## config.mk

```make
export PLATFORM = sky130hd
export DESIGN_NAME = char_write_ctrl_flat
export DESIGN_NICKNAME = d
export VERILOG_FILES = /design/src/rtl/char_ctrl_pkg.sv /design/src/rtl/char_write_ctrl_if.sv /design/src/rtl/char_hold_reg.sv /design/src/rtl/char_write_ctrl.sv /design/src/flat_wrapper.sv
export SDC_FILE = /design/constraint.sdc
export NUM_CORES = 1
export LEC_CHECK = 0
export CAP_MARGIN = 10
export CORE_MARGIN = 8
export CORE_UTILIZATION = 25
export DETAILED_ROUTE_END_ITERATION = 16
export PLACE_DENSITY_LB_ADDON = 0.3
export SYNTH_ARGS = -nofsm -noshare
export SYNTH_HDL_FRONTEND = slang
export SYNTH_SLANG_ARGS = --single-unit
```

## constraint.sdc

```tcl
create_clock -name cp -period 2.1 [get_ports cp]
set_input_delay 0.315 -clock cp [delete_from_list [all_inputs] [get_ports cp]]
set_output_delay 0.315 -clock cp [all_outputs]
set_load 0.01 [all_outputs]
```

## src/rtl/char_ctrl_pkg.sv

```systemverilog
// Shared types and constants for the character write controller.
package char_ctrl_pkg;

  typedef enum logic [2:0] {
    ST_IDLE,
    ST_LATCH,
    ST_WAIT_SLOT,
    ST_WRITE,
    ST_RELEASE
  } state_e;

  typedef enum logic [1:0] {
    CLS_NONE,
    CLS_PRINT,
    CLS_CR
  } char_class_e;

  localparam logic [6:0] CHAR_CR  = 7'h0D;
  localparam logic [6:0] PRINT_LO = 7'h20;
  localparam logic [6:0] PRINT_HI = 7'h7E;

  localparam int unsigned SLOT_TIMEOUT_DEF = 4096;

  // Decide which strobe a held code produces; a set bit 7 is never printable.
  function automatic char_class_e classify_char(input logic [7:0] code);
    char_class_e cls;
    cls = CLS_NONE;
    if (!code[7]) begin
      if (code[6:0] == CHAR_CR) begin
        cls = CLS_CR;
      end else if ((code[6:0] >= PRINT_LO) && (code[6:0] <= PRINT_HI)) begin
        cls = CLS_PRINT;
      end
    end
    return cls;
  endfunction

endpackage

```

## src/rtl/char_write_ctrl_if.sv

```systemverilog
// Host-port and video-side signals of the character write controller.
interface char_write_ctrl_if;

  logic       da;
  logic [7:0] d;
  logic       cursor_slot;
  logic       clr_screen;
  logic       rda;
  logic [6:0] char_out;
  logic       wr_en;
  logic       cr_pulse;
  logic       drop_pulse;
  logic       busy;

  modport master (
    output da, d, cursor_slot, clr_screen,
    input  rda, char_out, wr_en, cr_pulse, drop_pulse, busy
  );

  modport slave (
    input  da, d, cursor_slot, clr_screen,
    output rda, char_out, wr_en, cr_pulse, drop_pulse, busy
  );

endinterface

```

## src/rtl/char_hold_reg.sv

```systemverilog
// 8-bit character hold register with load enable and synchronous clear.
module char_hold_reg (
  input  logic       clk,
  input  logic       rst,
  input  logic       load,
  input  logic       clr,
  input  logic [7:0] d,
  output logic [7:0] q
);

  logic [7:0] data_d;
  logic [7:0] data_q;

  // Clear wins over load.
  always_comb begin
    data_d = data_q;
    if (clr) begin
      data_d = 8'h00;
    end else if (load) begin
      data_d = d;
    end
  end

  // Hold storage.
  always_ff @(posedge clk) begin
    if (rst) begin
      data_q <= 8'h00;
    end else begin
      data_q <= data_d;
    end
  end

  assign q = data_q;

endmodule

```

## src/rtl/char_write_ctrl.sv

```systemverilog
// Latches a host character and writes it into the cursor cell on the next cursor slot.
module char_write_ctrl
  import char_ctrl_pkg::*;
#(
  parameter int unsigned SLOT_TIMEOUT = SLOT_TIMEOUT_DEF,
  parameter bit          MASK_BIT7    = 1'b1
) (
  input  logic              cp,
  input  logic              mr,
  char_write_ctrl_if.slave  bus
);

  localparam int unsigned       TMR_W    = $clog2(SLOT_TIMEOUT + 1);
  localparam logic [TMR_W-1:0]  TMR_LAST = TMR_W'(SLOT_TIMEOUT - 1);

  state_e           state_d, state_q;
  logic             da_d, da_q;
  logic             arm_d, arm_q;
  logic [TMR_W-1:0] tmr_d, tmr_q;
  logic             rda_d, rda_q;
  logic             busy_d, busy_q;
  logic             wr_en_d, wr_en_q;
  logic             cr_d, cr_q;
  logic             drop_d, drop_q;
  logic             hold_load;
  logic             hold_clr;
  logic [7:0]       hold_din;
  logic [7:0]       hold_q;
  char_class_e      hold_cls;

  char_hold_reg u_hold (
    .clk  (cp),
    .rst  (mr),
    .load (hold_load),
    .clr  (hold_clr),
    .d    (hold_din),
    .q    (hold_q)
  );

  assign hold_cls = classify_char(hold_q);

  // Next state, slot timer, hold control and next-cycle strobes.
  // arm_q blocks a da that was already high out of reset from counting as an edge.
  always_comb begin
    state_d   = state_q;
    da_d      = bus.da;
    arm_d     = arm_q | ~bus.da;
    tmr_d     = tmr_q;
    wr_en_d   = 1'b0;
    cr_d      = 1'b0;
    drop_d    = 1'b0;
    hold_load = 1'b0;
    hold_clr  = 1'b0;
    hold_din  = bus.d;
    if (MASK_BIT7) begin
      hold_din[7] = 1'b0;
    end

    if (bus.clr_screen) begin
      state_d  = ST_IDLE;
      hold_clr = 1'b1;
      tmr_d    = '0;
    end else begin
      unique case (state_q)
        ST_IDLE: begin
          if (bus.da && !da_q && arm_q) begin
            state_d = ST_LATCH;
          end
        end
        ST_LATCH: begin
          hold_load = 1'b1;
          tmr_d     = '0;
          state_d   = ST_WAIT_SLOT;
        end
        ST_WAIT_SLOT: begin
          tmr_d = tmr_q + TMR_W'(1);
          if (bus.cursor_slot) begin
            state_d = ST_WRITE;
            wr_en_d = (hold_cls == CLS_PRINT);
            cr_d    = (hold_cls == CLS_CR);
          end else if (tmr_q == TMR_LAST) begin
            state_d = ST_RELEASE;
            drop_d  = 1'b1;
          end
        end
        ST_WRITE: begin
          state_d = ST_RELEASE;
        end
        ST_RELEASE: begin
          if (!bus.da) begin
            state_d = ST_IDLE;
          end
        end
        default: begin
          state_d = ST_IDLE;
        end
      endcase
    end

    rda_d  = (state_d == ST_IDLE);
    busy_d = (state_d != ST_IDLE);
  end

  // State and registered outputs.
  always_ff @(posedge cp) begin
    if (mr) begin
      state_q <= ST_IDLE;
      da_q    <= 1'b0;
      arm_q   <= 1'b0;
      tmr_q   <= '0;
      rda_q   <= 1'b1;
      busy_q  <= 1'b0;
      wr_en_q <= 1'b0;
      cr_q    <= 1'b0;
      drop_q  <= 1'b0;
    end else begin
      state_q <= state_d;
      da_q    <= da_d;
      arm_q   <= arm_d;
      tmr_q   <= tmr_d;
      rda_q   <= rda_d;
      busy_q  <= busy_d;
      wr_en_q <= wr_en_d;
      cr_q    <= cr_d;
      drop_q  <= drop_d;
    end
  end

  assign bus.rda        = rda_q;
  assign bus.busy       = busy_q;
  assign bus.wr_en      = wr_en_q;
  assign bus.cr_pulse   = cr_q;
  assign bus.drop_pulse = drop_q;
  assign bus.char_out   = hold_q[6:0];

endmodule

```

## src/flat_wrapper.sv

```systemverilog
// flat-port wrapper written by rule: the top's interface ports become plain ports
module char_write_ctrl_flat import char_ctrl_pkg::*;
#(
  parameter int unsigned SLOT_TIMEOUT = SLOT_TIMEOUT_DEF,
  parameter bit          MASK_BIT7    = 1'b1
)
  (cp, mr, bus_da, bus_d, bus_cursor_slot, bus_clr_screen, bus_rda, bus_char_out, bus_wr_en, bus_cr_pulse, bus_drop_pulse, bus_busy);
  char_write_ctrl_if bus_i ();
  input  logic cp;
  input  logic mr;
  input wire logic [$bits(bus_i.da)-1:0] bus_da;
  input wire logic [$bits(bus_i.d)-1:0] bus_d;
  input wire logic [$bits(bus_i.cursor_slot)-1:0] bus_cursor_slot;
  input wire logic [$bits(bus_i.clr_screen)-1:0] bus_clr_screen;
  output wire logic [$bits(bus_i.rda)-1:0] bus_rda;
  output wire logic [$bits(bus_i.char_out)-1:0] bus_char_out;
  output wire logic [$bits(bus_i.wr_en)-1:0] bus_wr_en;
  output wire logic [$bits(bus_i.cr_pulse)-1:0] bus_cr_pulse;
  output wire logic [$bits(bus_i.drop_pulse)-1:0] bus_drop_pulse;
  output wire logic [$bits(bus_i.busy)-1:0] bus_busy;
  assign bus_i.da = bus_da;
  assign bus_i.d = bus_d;
  assign bus_i.cursor_slot = bus_cursor_slot;
  assign bus_i.clr_screen = bus_clr_screen;
  assign bus_rda = bus_i.rda;
  assign bus_char_out = bus_i.char_out;
  assign bus_wr_en = bus_i.wr_en;
  assign bus_cr_pulse = bus_i.cr_pulse;
  assign bus_drop_pulse = bus_i.drop_pulse;
  assign bus_busy = bus_i.busy;
  char_write_ctrl #(.SLOT_TIMEOUT(SLOT_TIMEOUT), .MASK_BIT7(MASK_BIT7)) u_core (.cp(cp), .mr(mr), .bus(bus_i));
endmodule
```

==> impl_summary.md, run 1 <==
Timing
The worst setup margin is 219 ps. The total count of max-transition violations in the final report is 0. The number of endpoints with negative hold slack in the final report is 0.

The setup violation total in the final timing report is 0. Setup repair after global routing left no endpoint under its margin. Dividing the final minimum period by the clock period gives 0.896. The slew at the pin closest to its max-slew limit is 387 ps. The aggregate negative setup slack is 0 ps. The relative slew slack is 0.740. Based on the critical path, the design can be clocked at up to 532 MHz. The tightest hold path in the finished design has a slack of 457 ps.

The minimum clock period is 1880 ps. Clock skew on the completed layout was measured at 5.00 ps.

Min path
The worst hold path class is register to register.

Power and ir drop
The standby leakage power is 0.000545 uW. The share of total power dissipated in the clock network is 0.417. Of the total power, combinational logic draws 0.050. The cell-internal power is 856 uW. The analysis attributes to net switching a power of 227 uW. The power per unit of standard cell area is 641 nW/um^2. The proportion of total power due to net switching is 0.209.

The share of total power dissipated in sequential elements is 0.533. The worst-case IR drop observed on VDD is 0.213 mV.

Clock network
Clock tree synthesis selected as its root buffer the cell sky130_fd_sc_hd__clkbuf_8. At the later pin of the worst-skew pair, clock insertion delay measures 280 ps. TritonCTS built the clock tree. The total clock sinks is 30. For this design, the CTS-stage hold fixing added 0 buffers. The total number of H-tree levels is 2. The worst-case clock buffer depth is 2. Clock-pin slew was measured on the worst setup and hold paths at 60 ps. The buffer count from post-CTS setup fixing is 0. The number of buffers created by CTS is 5. The number of instances resized during post-cts repair is 0.

Setup path
STA classifies the critical path endpoint as a register. Along the worst path, the maximum fanout reaches 7. The delay of the slowest cell on the worst path is 530 ps. The worst endpoint required time is 2310 ps. The highest-delay cell along the critical path is sky130_fd_sc_hd__or3_1. The critical path in this run is classified as register to register. Walking the worst path, the cells encountered are ha_1 > nand3_1 > or3_1 > or3_1 > a21oi_1. The nature of the critical path startpoint is a register.

STA puts the critical path data arrival time at 2090 ps. The most used cell along the critical path is sky130_fd_sc_hd__or3_1.

Finish
The number of antenna diodes in the final layout is 0. The area growth from synthesis to layout is 31.2%. Leaving out fill and tap cells, the most frequent cell in the layout is sky130_fd_sc_hd__dfxtp_1.

The net count reported at finish is 195. The top cell types in the final layout, fill and taps aside, are 30 x sky130_fd_sc_hd__dfxtp_1, 23 x sky130_fd_sc_hd__clkdlybuf4s50_1, 21 x sky130_fd_sc_hd__a21oi_1. Of the cells placed in the final design, the portion with a size suffix greater than 1 is 0.0778. Counting the fill cells in the layout gives 541.

GRT
The pin count of the biggest net entering global routing is 20. The first-pass GRT wire length is 4930 um. The initial antenna violation count is 0. The number of global-route vias before repair was 1114. The leftover overflow at the end of global routing is 0.

The total routing resource utilization after global routing is 0.0833.

Synthesis
The multiplexer fraction of the synthesized cell area is 0.0253. In this run the cell area of the synthesized design comes to 1290 um^2. Of all flip-flops after synthesis, the portion carrying an async set or reset was 0.

Of the total synthesized cell area, the portion taken by AND, OR, NAND and NOR gates is 0.300. The synthesized design contains 30 register bits. The share of the Yosys chip area taken by registers is 0.466. The synthesized area per cell is 8.41 um^2.

The net count after synthesis is 167. The complex-gate fraction of the synthesized area was 0.152. Yosys mapped a number of flops with a built-in enable equal to 0. Yosys printed 0 warnings. The gate count after technology mapping is 153. The most common flop cell mapped by yosys is sky130_fd_sc_hd__dfxtp_1. The combinational family with the most area after synthesis is simple AND/OR/NAND/NOR gates. The adder and majority gate portion of the synthesized area is 0.00972. The netlist uses 37 different library cells. The share of the synthesized netlist area taken by xor and xnor gates is 0.00680.

Run status
The flow ran to the end, and the final reports show no timing, DRC or antenna violations.

Route
The initial DRC count is 70. After detailed routing, the total wire length is 2890 um. The via count normalized by instance count is 4.60. For this run, the detailed router's first-pass iteration total came to 4. The total DRC errors in the routed layout is 0. The count of nets left with antenna violations once routing finished came out at 0. The via count is 1151. After detailed routing, the average wire length per cell comes to 11.6 um.

Die
In this run the core area contains 26 standard-cell rows. The floorplan die height is 87.8 um. The core region area is 5040 um^2. The die covers 7700 um^2. The die extent in x is 87.8 um. 25 I/O pins were placed. For this configuration, the core starts out at a cell density of 0.255.

Placed design
The worst-case setup slack after placement is 247 ps. At the end of routability-driven placement, the weighted congestion stood at 0.784. The count of buffers added on input and output ports is 23. After legalization and detailed placement, the total HPWL measured 2090 um.

Job
The tool flagged a number of max-cap violations equal to 0.
-- stage by stage --
step	total power (uW)	instances	utilization	area, um^2
after floorplan	610	153	-	1290
after global placement	645	244	0.319	1610
after detailed placement	644	244	0.319	1610
after CTS	1100	250	0.335	1690
after global routing	1120	250	0.335	1690
final	1080	250	0.335	1690
-- per-layer routing --
| metal | share of wire | GRT usage |
|---|---|---|
| met1 | 0.47 | 0.0929 |
| met4 | 0.018 | 0.0422 |
| met5 | 0 | 0 |
| met2 | 0.45 | 0.133 |
| met3 | 0.058 | 0.0347 |
-- kinds of logic after synthesis --
family / after synthesis
buffers and inverters: 10
muxes: 3
and+or+nand+nor: 73
AOI/OAI and AO/OA: 35
DFF: 30
xor gates and xnor gates: 1
adders and majority gates: 1
-- synthesized netlist by cell type (3+ instances only) --
cell type,number,area (um^2)
sky130_fd_sc_hd__clkbuf_1,4,15.0
sky130_fd_sc_hd__or3_1,6,37.5
sky130_fd_sc_hd__nand4_1,5,31.3
sky130_fd_sc_hd__or4_1,3,22.5
sky130_fd_sc_hd__o21ai_0,5,25.0
sky130_fd_sc_hd__o211ai_1,3,22.5
sky130_fd_sc_hd__dfxtp_1,30,601
sky130_fd_sc_hd__nor3_1,4,20.0
sky130_fd_sc_hd__a21oi_1,21,105
sky130_fd_sc_hd__nand2_1,20,75.1
sky130_fd_sc_hd__nor2_1,15,56.3
sky130_fd_sc_hd__nand3_1,6,30.0
-- power groups by stage --
stage,Combinational (uW),Sequential [uW],Clock [uW]
CTS,55.3,577,466
floorplan,20.1,589,0
global placement,55.4,589,0
detailed placement,55.0,589,0
finish,54.2,577,452
global route,59.9,577,486
-- critical path: cells and delay by family, from the launching register on --
family	cells	cell delay, ps
simple gates	3	1070
fa+ha+maj	1	210
flops	1	400
compound gates	1	140
-- state kept, by name, indices dropped and copies added (netlist names) --
signal / flops
u_core.arm_q: 1
u_core.da_q: 1
u_core.tmr_q: 13
u_core.state_q: 3
u_core.bus.wr_en: 1
u_core.bus.rda: 1
u_core.bus.cr_pulse: 1
u_core.u_hold.q: 7
u_core.bus.busy: 1
u_core.bus.drop_pulse: 1
-- area by class of cell --
| class | instances | area, um^2 | area share |
|---|---|---|---|
| Sequential cell | 30 | 601 | 0.356 |
| Inverter | 2 | 7.51 | 0.00444 |
| Multi-Input combinational cell | 113 | 636 | 0.376 |
| Timing Repair Buffer | 29 | 275 | 0.163 |
| Tap cell | 70 | 87.6 | 0.0519 |
| Clock buffer | 6 | 82.6 | 0.0489 |
-- path summary, 6_finish.rpt --
path | to | depth (start not counted) | startpoint | slack [ps]
setup / recovery | u_core.tmr_q[12] | 5 | u_core.tmr_q[0] | 220
hold / removal | u_core.arm_q | 2 | u_core.arm_q | 460
setup reg to reg | u_core.tmr_q[12] | 5 | u_core.tmr_q[0] | 220
hold reg to reg | u_core.arm_q | 2 | u_core.arm_q | 460
Power figures use the tool's default switching activity.
==> inputs of run 2 (changes only) <==
--- a/config.mk
+++ b/config.mk
@@ -8,6 +8,7 @@
 export CAP_MARGIN = 10
 export CORE_MARGIN = 8
 export CORE_UTILIZATION = 25
+export CTS_CLUSTER_SIZE = 12
 export DETAILED_ROUTE_END_ITERATION = 16
 export PLACE_DENSITY_LB_ADDON = 0.3
 export SYNTH_ARGS = -nofsm -noshare
==> results of run 2 <==
The final DEF is identical to that of run 1; final timing and power are the same.
==> inputs of run 3 (changes only) <==
--- a/config.mk
+++ b/config.mk
@@ -5,7 +5,6 @@
 export SDC_FILE = /design/constraint.sdc
 export NUM_CORES = 1
 export LEC_CHECK = 0
-export CAP_MARGIN = 10
 export CORE_MARGIN = 8
 export CORE_UTILIZATION = 25
 export CTS_CLUSTER_SIZE = 12
==> constraint.sdc (replaced) <==
create_clock -name cp -period 2.2 [get_ports cp]
set_input_delay 0.33 -clock cp [delete_from_list [all_inputs] [get_ports cp]]
set_output_delay 0.33 -clock cp [all_outputs]
set_load 0.01 [all_outputs]
==> run 3 against run 2 <==
Net effect:
- via count rose by 3.5%
- clock-buffer cell count unchanged
- global-route usage about the same
- die area did not move
- flip-flop and latch count unchanged
- combinational power down 4.6%
- clock skew is 0.53 ps lower
- cell count fell by 0.40%
- core utilization fell by 0.15 points
- critical path type unchanged
- largest power group unchanged
- highest routed layer unchanged
==> impl_summary.md, run 3 (synthesis gave the netlist of run 1 again) <==
Run status
Status: complete, no violations (unchanged).

Finish
The area of combinational cells with multiple inputs is 636 um^2 (unchanged). The most common cell after layout, fill and taps aside is sky130_fd_sc_hd__dfxtp_1 (unchanged). The number of antenna repair diodes came to 0 (unchanged).

The register name with the most flops is u_core.tmr_q (unchanged). The number of flip-flops in the largest register is 13 (unchanged). The net count reported at finish was 194 (was 195). The fraction of final layout cells sized beyond drive strength 1 came to 0.0726 (was 0.0778). The area growth from synthesis to layout is 30.6% (was 31.2%).

The number of fill cells is 546 (was 541). The combined flip-flop and latch cell area is 601 um^2 (unchanged). The core occupancy in the finished layout is 0.333 (was 0.335). Commonest cells after routing, fill and taps aside: 30 x sky130_fd_sc_hd__dfxtp_1, 23 x sky130_fd_sc_hd__clkdlybuf4s50_1, 21 x sky130_fd_sc_hd__a21oi_1 (unchanged).

Timing
The minimum clock period was 1910 ps (was 1880 ps). The slew at the pin closest to its max-slew limit is 339 ps (was 387 ps). The smallest hold slack is 459 ps (was 457 ps). The total count of max-transition violations in the final report is 0 (unchanged). The achievable frequency is 524 MHz (was 532 MHz). The relative slew slack came to 0.773 (was 0.740). The final period utilization is 0.867 (was 0.896). The aggregate negative setup slack is 0 ps (unchanged). Setup repair after global routing missed its margin: no (unchanged). The number of endpoints with negative hold slack in the final report is 0 (unchanged). The setup violation total in the final timing report came to 0 (unchanged). The worst clock skew is 4.47 ps (was 5.00 ps).

Placed design
The number of buffer cells added on primary ports is 23 (unchanged). The placer congestion estimate is 0.749 (was 0.784). The HPWL after detailed placement is 2140 um (was 2090 um).

Die
The floorplan die height was 87.8 um (unchanged). The I/O pin total is 25 (unchanged). The number of core rows was 26 (unchanged). The effective utilization at floorplan is 0.255 (unchanged). The core region area is 5040 um^2 (unchanged).

The overall die area is 7700 um^2 (unchanged). The die extent in x is 87.8 um (unchanged).

GRT
The number of global-route vias before repair came to 1114 (unchanged). The pin count of the biggest net entering global routing is 20 (unchanged). The total routing resource utilization after global routing came to 0.0832 (was 0.0833). The initial antenna violation count was 0 (unchanged). The first-pass GRT wire length is 5020 um (was 4930 um).

The leftover overflow at the end of global routing was 0 (unchanged).

Clock network
The total clock sinks is 30 (unchanged). The TritonCTS clock tree was built (unchanged). The buffer count from post-CTS setup fixing was 0 (unchanged). The number of instances resized during post-cts repair is 0 (unchanged). The number of buffers created by CTS is 5 (unchanged). The total number of H-tree levels was 2 (unchanged). The cell chosen for the clock root is sky130_fd_sc_hd__clkbuf_8 (unchanged). The hold buffer count at CTS is 0 (unchanged). The clock latency at the later pin of the worst-skew pair is 270 ps (was 280 ps). The worst-case clock buffer depth is 2 (unchanged). The clock-pin slew on the worst setup and hold paths was 60 ps (about the same).

Power and ir drop
The maximum resistive drop on vdd came to 0.169 mV (was 0.213 mV). The power per unit of standard cell area is 611 nW/um^2 (was 641 nW/um^2). The cell-internal power is 817 uW (was 856 uW). The sequential group share of total power was 0.536 (was 0.533). The part of the total power dissipated in combinational logic is 0.050 (about the same). The switching power summed over all nets came to 211 uW (was 227 uW). The standby leakage power is 0.000539 uW (was 0.000545 uW).

The fraction of power consumed by the clock network was 0.413 (was 0.417). The proportion of total power due to net switching is 0.205 (was 0.209).

Setup path
The worst setup path category is register to register (unchanged). The critical path arrival is 2110 ps (was 2090 ps). The kind of end point of the critical path is a register (unchanged).

The worst endpoint required time is 2410 ps (was 2310 ps). The nature of the critical path startpoint was a register (unchanged). The critical-path maximum fanout was 7 (unchanged).

Job
The number of maximum-capacitance constraint violations is 0 (unchanged).

Route
The count of nets left with antenna violations after detail routing is 0 (unchanged). The average wire length per cell after detail routing is 12.0 um (was 11.6 um). The initial DRC count is 24 (was 70). The via count normalized by instance count is 4.78 (was 4.60). The total DRC errors in the routed layout came to 0 (unchanged). The routed wire length is 2990 um (was 2890 um). The first-pass iteration count of the detailed router is 4 (unchanged).

The via count came to 1191 (was 1151).

Min path
The worst hold path class was register to register (unchanged).
run 3: cell types whose count changed in the layout (fill, tap and decap cells not counted):
cell	before	now
sky130_fd_sc_hd__buf_4	6	5
run 3: through the flow:
step	power, uW	setup WS (ps)	area [um^2]	std cells
2_1_floorplan	582	406	1290	153
3_3_place_gp	615	319	1600	243
3_5_place_dp	615	307	1600	243
4_1_cts	1050	279	1680	249
5_1_grt	1070	120	1680	249
6_report	1030	292	1680	249
run 3: area by class of cell:
| class | count | area share |
|---|---|---|
| timing repair buffer | 28 | 0.159 |
| tap | 70 | 0.0521 |
| sequential | 30 | 0.357 |
| multi-input combinational | 113 | 0.378 |
| inverter | 2 | 0.00446 |
| clock buffer | 6 | 0.0491 |
run 3: routing by layer:
| metal | global-route usage | wire length [um] | up-vias |
|---|---|---|---|
| met5 | 0 | 0 | - |
| met4 | 0.0531 | 71 | 0 |
| met3 | 0.0272 | 157 | 7 |
| met2 | 0.129 | 1380 | 22 |
| met1 | 0.0967 | 1380 | 551 |
| li1 | - | - | 611 |
run 3: path summary, 6_finish.rpt:
path / from / end / slack, ps / depth (start not counted)
setup reg to reg: u_core.tmr_q[0] / u_core.tmr_q[12] / 290 / 5
hold / removal: u_core.arm_q / u_core.arm_q / 460 / 2
hold reg to reg: u_core.arm_q / u_core.arm_q / 460 / 2
setup / recovery: u_core.tmr_q[0] / u_core.tmr_q[12] / 290 / 5
run 3: worst max-delay path, cell delays in order, from the launching register on:
cell and delay (ps):
sky130_fd_sc_hd__dfxtp_1 410, sky130_fd_sc_hd__ha_1 220, sky130_fd_sc_hd__nand3_1 210, sky130_fd_sc_hd__or3_1 520, sky130_fd_sc_hd__or3_1 340, sky130_fd_sc_hd__a21oi_1 140
run 3: power by group through the flow:
| stage | Clock (uW) | Combinational [uW] | Sequential [uW] |
|---|---|---|---|
| floorplan | 0 | 19.2 | 563 |
| global placement | 0 | 52.2 | 563 |
| detailed placement | 0 | 52.0 | 563 |
| CTS | 442 | 52.3 | 551 |
| global route | 459 | 57.2 | 551 |
| finish | 425 | 51.7 | 551 |
